--- src/rtl/pipeline_pkg.sv ---
// Shared types for the hazard controller: run-control FSM states and
// operand forwarding select encodings.
package pipeline_pkg;

  typedef enum logic [1:0] {
    IDLE   = 2'd0,
    RUN    = 2'd1,
    DRAIN  = 2'd2,
    HALTED = 2'd3
  } hazState_t;

  localparam logic [1:0] FWD_RF  = 2'b00;
  localparam logic [1:0] FWD_WB  = 2'b01;
  localparam logic [1:0] FWD_MEM = 2'b10;

endpackage

--- src/rtl/fwd_select.sv ---
// Operand forwarding select for one execute-stage source register.
module fwd_select
  import pipeline_pkg::*;
#(
  parameter int REG_AW = 4,
  parameter int PC_REG = 15
) (
  input  logic [REG_AW-1:0] raE,
  input  logic [REG_AW-1:0] wa3M,
  input  logic [REG_AW-1:0] wa3W,
  input  logic              regWriteM,
  input  logic              regWriteW,
  output logic [1:0]        forward
);

  localparam logic [REG_AW-1:0] PC_IDX = REG_AW'(PC_REG);

  // The PC is read from its own path, so it never takes a bypassed value.
  always_comb begin
    forward = FWD_RF;
    if (raE != PC_IDX) begin
      if (regWriteM && (wa3M == raE)) begin
        forward = FWD_MEM;
      end else if (regWriteW && (wa3W == raE)) begin
        forward = FWD_WB;
      end
    end
  end

endmodule

--- src/rtl/sat_counter.sv ---
// Saturating up-counter used for the performance counters.
module sat_counter #(
  parameter int W = 16
) (
  input  logic         clk,
  input  logic         reset,
  input  logic         inc,
  output logic [W-1:0] count
);

  logic [W-1:0] countReg;

  always_ff @(posedge clk) begin
    if (reset) begin
      countReg <= '0;
    end else if (inc && (countReg != {W{1'b1}})) begin
      countReg <= countReg + W'(1);
    end
  end

  assign count = countReg;

endmodule

--- src/rtl/pipeline_hazard_ctrl.sv ---
// Pipeline hazard controller: operand forwarding, load-use stall, branch
// flush, halt drain sequencing and performance counters.
module pipeline_hazard_ctrl
  import pipeline_pkg::*;
#(
  parameter int REG_AW       = 4,
  parameter int CNT_W        = 16,
  parameter int DRAIN_CYCLES = 3,
  parameter int PC_REG       = 15
) (
  input  logic              clk,
  input  logic              reset,
  input  logic              start,
  input  logic [REG_AW-1:0] RA1D,
  input  logic [REG_AW-1:0] RA2D,
  input  logic [REG_AW-1:0] RA1E,
  input  logic [REG_AW-1:0] RA2E,
  input  logic [REG_AW-1:0] WA3E,
  input  logic [REG_AW-1:0] WA3M,
  input  logic [REG_AW-1:0] WA3W,
  input  logic              MemtoRegE,
  input  logic              RegWriteM,
  input  logic              RegWriteW,
  input  logic              BranchTakenE,
  input  logic              HaltD,
  input  logic              RetireW,
  output logic [1:0]        ForwardAE,
  output logic [1:0]        ForwardBE,
  output logic              StallF,
  output logic              StallD,
  output logic              FlushD,
  output logic              FlushE,
  output logic              Running,
  output logic              Halted,
  output logic [CNT_W-1:0]  StallCnt,
  output logic [CNT_W-1:0]  FlushCnt,
  output logic [CNT_W-1:0]  RetireCnt
);

  localparam int DRAIN_W = (DRAIN_CYCLES > 1) ? $clog2(DRAIN_CYCLES) : 1;
  localparam logic [DRAIN_W-1:0] DRAIN_LOAD = DRAIN_W'(DRAIN_CYCLES - 1);

  hazState_t          stateReg, stateNext;
  logic [DRAIN_W-1:0] drainReg, drainNext;
  logic               loadUse;

  fwd_select #(.REG_AW(REG_AW), .PC_REG(PC_REG)) uFwdA (
    .raE(RA1E), .wa3M(WA3M), .wa3W(WA3W),
    .regWriteM(RegWriteM), .regWriteW(RegWriteW), .forward(ForwardAE)
  );

  fwd_select #(.REG_AW(REG_AW), .PC_REG(PC_REG)) uFwdB (
    .raE(RA2E), .wa3M(WA3M), .wa3W(WA3W),
    .regWriteM(RegWriteM), .regWriteW(RegWriteW), .forward(ForwardBE)
  );

  assign loadUse = MemtoRegE && ((WA3E == RA1D) || (WA3E == RA2D));

  always_ff @(posedge clk) begin
    if (reset) begin
      stateReg <= IDLE;
      drainReg <= '0;
    end else begin
      stateReg <= stateNext;
      drainReg <= drainNext;
    end
  end

  always_comb begin
    stateNext = stateReg;
    drainNext = drainReg;
    StallF    = 1'b0;
    StallD    = 1'b0;
    FlushD    = 1'b0;
    FlushE    = 1'b0;
    case (stateReg)
      IDLE: begin
        StallF = 1'b1;
        StallD = 1'b1;
        if (start) stateNext = RUN;
      end
      RUN: begin
        // A taken branch squashes everything younger, including a halt in D.
        if (BranchTakenE) begin
          FlushD = 1'b1;
          FlushE = 1'b1;
        end else if (loadUse) begin
          StallF = 1'b1;
          StallD = 1'b1;
          FlushE = 1'b1;
        end else if (HaltD) begin
          stateNext = DRAIN;
          drainNext = DRAIN_LOAD;
        end
      end
      DRAIN: begin
        StallF = 1'b1;
        StallD = 1'b1;
        FlushE = 1'b1;
        if (drainReg == '0) stateNext = HALTED;
        else                drainNext = drainReg - DRAIN_W'(1);
      end
      HALTED: begin
        StallF = 1'b1;
        StallD = 1'b1;
        if (start) stateNext = RUN;
      end
      default: stateNext = IDLE;
    endcase
  end

  assign Running = (stateReg == RUN);
  assign Halted  = (stateReg == HALTED);

  sat_counter #(.W(CNT_W)) uStallCnt (
    .clk(clk), .reset(reset), .inc(Running && StallD), .count(StallCnt)
  );

  sat_counter #(.W(CNT_W)) uFlushCnt (
    .clk(clk), .reset(reset), .inc(Running && BranchTakenE), .count(FlushCnt)
  );

  sat_counter #(.W(CNT_W)) uRetireCnt (
    .clk(clk), .reset(reset), .inc(RetireW), .count(RetireCnt)
  );

endmodule

--- config.mk ---
export PLATFORM = sky130hd
export DESIGN_NAME = pipeline_hazard_ctrl
export DESIGN_NICKNAME = d
export VERILOG_FILES = /design/src/rtl/pipeline_pkg.sv /design/src/rtl/fwd_select.sv /design/src/rtl/sat_counter.sv /design/src/rtl/pipeline_hazard_ctrl.sv
export SDC_FILE = /design/constraint.sdc
export NUM_CORES = 1
export LEC_CHECK = 0
export ABC_AREA = 1
export ABC_CLOCK_PERIOD_IN_PS = 3200
export CAP_MARGIN = 5
export CORE_AREA = 2 2 82 84
export CTS_BUF_LIST = sky130_fd_sc_hd__clkbuf_4
export DETAILED_ROUTE_END_ITERATION = 8
export DIE_AREA = 0 0 84 86
export GPL_TIMING_DRIVEN = 0
export PLACE_DENSITY = 0.86
export SLEW_MARGIN = 20
export SYNTH_ARGS = -nofsm -noshare
export SYNTH_HDL_FRONTEND = slang
export SYNTH_SLANG_ARGS = --single-unit
--- constraint.sdc ---
create_clock -name clk -period 3.2 [get_ports clk]
set_input_delay 0.8 -clock clk [delete_from_list [all_inputs] [get_ports clk]]
set_output_delay 0.8 -clock clk [all_outputs]
set_load 0.005 [all_outputs]
==> results.md <==
- MaxCap Viol Count: 0
- Mean Syn Cell Area: 6.32 um2
- CTS sink count: 52
- Slowest cell on crit path: clkdlybuf4s50_1
- Tot GR Track Use: 24.4%
- WL final: 8760 um
- Fin util: between 60% and 70%
- Post-Layout Cell Count: roughly 700
- CP Cell Sequence: clkdlybuf4s50_1 -> inv_1 -> nand2_1 -> nand2_1 -> nor2_1 -> nand2_1 -> nand2_2 -> buf_4 -> nand3_4 -> a21oi_2 -> dlygate4sd2_1
- Yosys top cell by area: dfxtp_1
- Diodes inserted: 0
- Clk pin slew, worst setup/hold paths: around 150 ps
- Synthesis Warnings: 0
- Num ports: 95
- CP Launch Type: input port
- Via/cell ratio: between 5 and 6
- Worst endpoint required time: about 2400 ps
- Post-synth EDFFs: 0
- Min cycle time layout: just over 3000 ps
- Net count, final: around 660
- Fillers: 587
- FMAX: 0.324 GHz
- Yosys reg bits: 52
- Period utilisation layout: between 90 and 100%
- DIE WIDTH: around 84 um
- Unrepaired setup endpoints after global routing: no
- Crit Path Max Fanout: 4
- Placed insts: about 690
- DRT antenna net count: 0
- Worst Path Buf+Inv: 4
- IO buf count: 94
- DRC violations left: 0
- Cts-stage hold buffer count: 0
- TritonCTS clock tree: built
- Core area: between 0.006 and 0.007 mm2
- DR iter-0 viols: between 100 and 150
- Final Hold Violating Endpoints: 0
- Routability Congestion: just over 0.9
- Slew margin rel.: 63.0%
- Clk_skew: around 25 ps
- Clk Latency, worst-skew pair: about 380 ps
- Starting density of the core: between 50% and 60%
- DR WL/cell: 12.6 um
- Seq/Total Area, Yosys: 31.9%
- Global-route wire length before repair: about 15000 um
- Via Count: 3700
- DP HPWL: 6780 um
- Kind of cell adding the most delay to the critical path: buffers and inverters
- Initial antenna violation count: 0
- Arr. time, crit path: between 2000 and 2500 ps
- Top-count cell post-synth: nand2_1
- Hold slack: 505 ps
- Commonest cells post-synth: nand2_1 (130), nor2_1 (72), inv_1 (63)
- Pwr/cell area: approximately 330 mW/mm2
- Leak: 1.79 nW
- Row Count: 29
- Layout cells sized above 1: 6.45%
- Drt first pass iters: 4
- Vias in the first global route: 3410
- Setup CP Type: input port to output pin
- Largest net degree at the start of global routing: 17
- Worst IR Drop VDD: roughly 220 uV
- Crit end category: output pin
- FFs w/ async S/R, synth: 0%
- Slew @ Worst Pin: 555 ps
- CTS root buffer: clkbuf_4
- Post-Syn Instances: about 520
- Crit-path most repeated cell: nand2_1
- Status: finished clean
- H-tree Lvls: 2
- Post-Syn Area: around 0.0033 mm2
- Total power: approximately 0.0014 W
- Area growth syn-to-layout: 34.7%
- Die Span Y: 86 um
- Max-slew violation count: 0
- CP peak stage delay: 500 ps
- CTS Buffer Depth: 2
- Cell variety after synth: 36
- Global route overflow: 0
- Synth top area cells: dfxtp_1 (32%), nand2_1 (15%), nor2_1 (8.3%)
- Main flop type after synthesis: dfxtp_1
- Hold Path Class: flop to flop
- Net Count, Synth: between 500 and 600
- Die area: 0.00722 mm2
- Total CTS buffers: 5
- Synth top area share: about a third
- Final number of setup-violating endpoints: 0
==> repair_timing <==
action | CTS | global route
setup buffers | 2 | 0
pin swaps | 3 | 3
resized for setup | 19 | 3
endpoints found under the setup margin | 7 | 3
==> through the flow <==
stage / instance area, um2 / TNS, ps / setup slack, ps
floorplan: 3260 / 0 / 915
global placement: 4300 / -600 / -221
detailed placement: 4300 / -851 / -319
CTS: 4380 / 0 / 4.00
global route: 4390 / 0 / 11.1
finish: 4390 / 0 / 118
==> cell usage in the layout, fill, tap and decap left out, types with 5 or more instances in the layout <==
cell             netlist  routed
dlygate4sd2_1          0      12
clkbuf_1               5       5
nand4_1               10      10
nor2_1                72      72
inv_2                  6       8
ha_1                   7       7
clkdlybuf4s50_1        0      80
nand2_1              130     129
xor2_1                 8       8
clkbuf_4               0       6
inv_1                 63      61
a21oi_1               42      41
nor3_1                15      14
nand3_1               32      32
o21ai_0               24      24
dfxtp_1               52      52
xnor2_1               10      10
==> path summary, 6_finish.rpt <==
path                       startpoint                  end  slack (ps)  cells past startpoint
setup / recovery              RA1D[2]               FlushE         120                     11
hold reg to reg   uRetireCnt.count[4]  uRetireCnt.count[4]         500                      2
hold / removal    uRetireCnt.count[4]  uRetireCnt.count[4]         500                      2
setup reg to reg   uFlushCnt.count[0]   uFlushCnt.count[0]        1330                      9
==> area by class of cell <==
cell class / count / area (um2) / share of cell area (%)
multi-input cells: 384 / 1930 / 44.0
flip-flops and latches: 52 / 1040 / 23.7
repair buffers: 96 / 946 / 21.5
inverters: 69 / 259 / 5.90
well taps: 77 / 96.3 / 2.19
plain buffers: 11 / 57.6 / 1.31
clock buffers: 6 / 45.0 / 1.03
clock inverters: 2 / 13.8 / 0.313
==> cells by family (layout without fill, tap and decap cells) <==
logic type	after synthesis	in the layout	share of synthesized area (%)
AOI/OAI and AO/OA	82	82	13.8
DFF	52	52	31.9
buffers and inverters	80	184	9.71
adders and majority gates	7	7	2.69
and+or+nand+nor	277	277	37.0
xor gates and xnor gates	18	18	4.84
==> registers in the layout, summed over array words and instances, names as in the netlist <==
| register | cells |
|---|---|
| uRetireCnt.count | 16 |
| drainReg | 2 |
| stateReg | 2 |
| uFlushCnt.count | 16 |
| uStallCnt.count | 16 |
==> per-layer routing <==
metal	GRT usage (%)	up-vias	wire [um]
met5	0	-	0
met4	6.89	0	159
met3	4.43	20	612
met2	44.3	142	4360
met1	29.7	1666	3620
li1	-	1872	-
==> power breakdown <==
part           internal, W  switching, W  total, W  leakage [nW]
combinational     0.000199      0.000233  0.000433          1.33
clock            0.0000969      0.000214  0.000311        0.0360
sequential        0.000678     0.0000207  0.000699         0.420
total             0.000974      0.000468   0.00144          1.79
==> tightest hold or removal path: cells and delay by family (launching register included) <==
kind            cells  cell delay [ps]
flops               1              360
buf+inv             1               60
compound gates      1               50
Power figures use the tool's default switching activity.
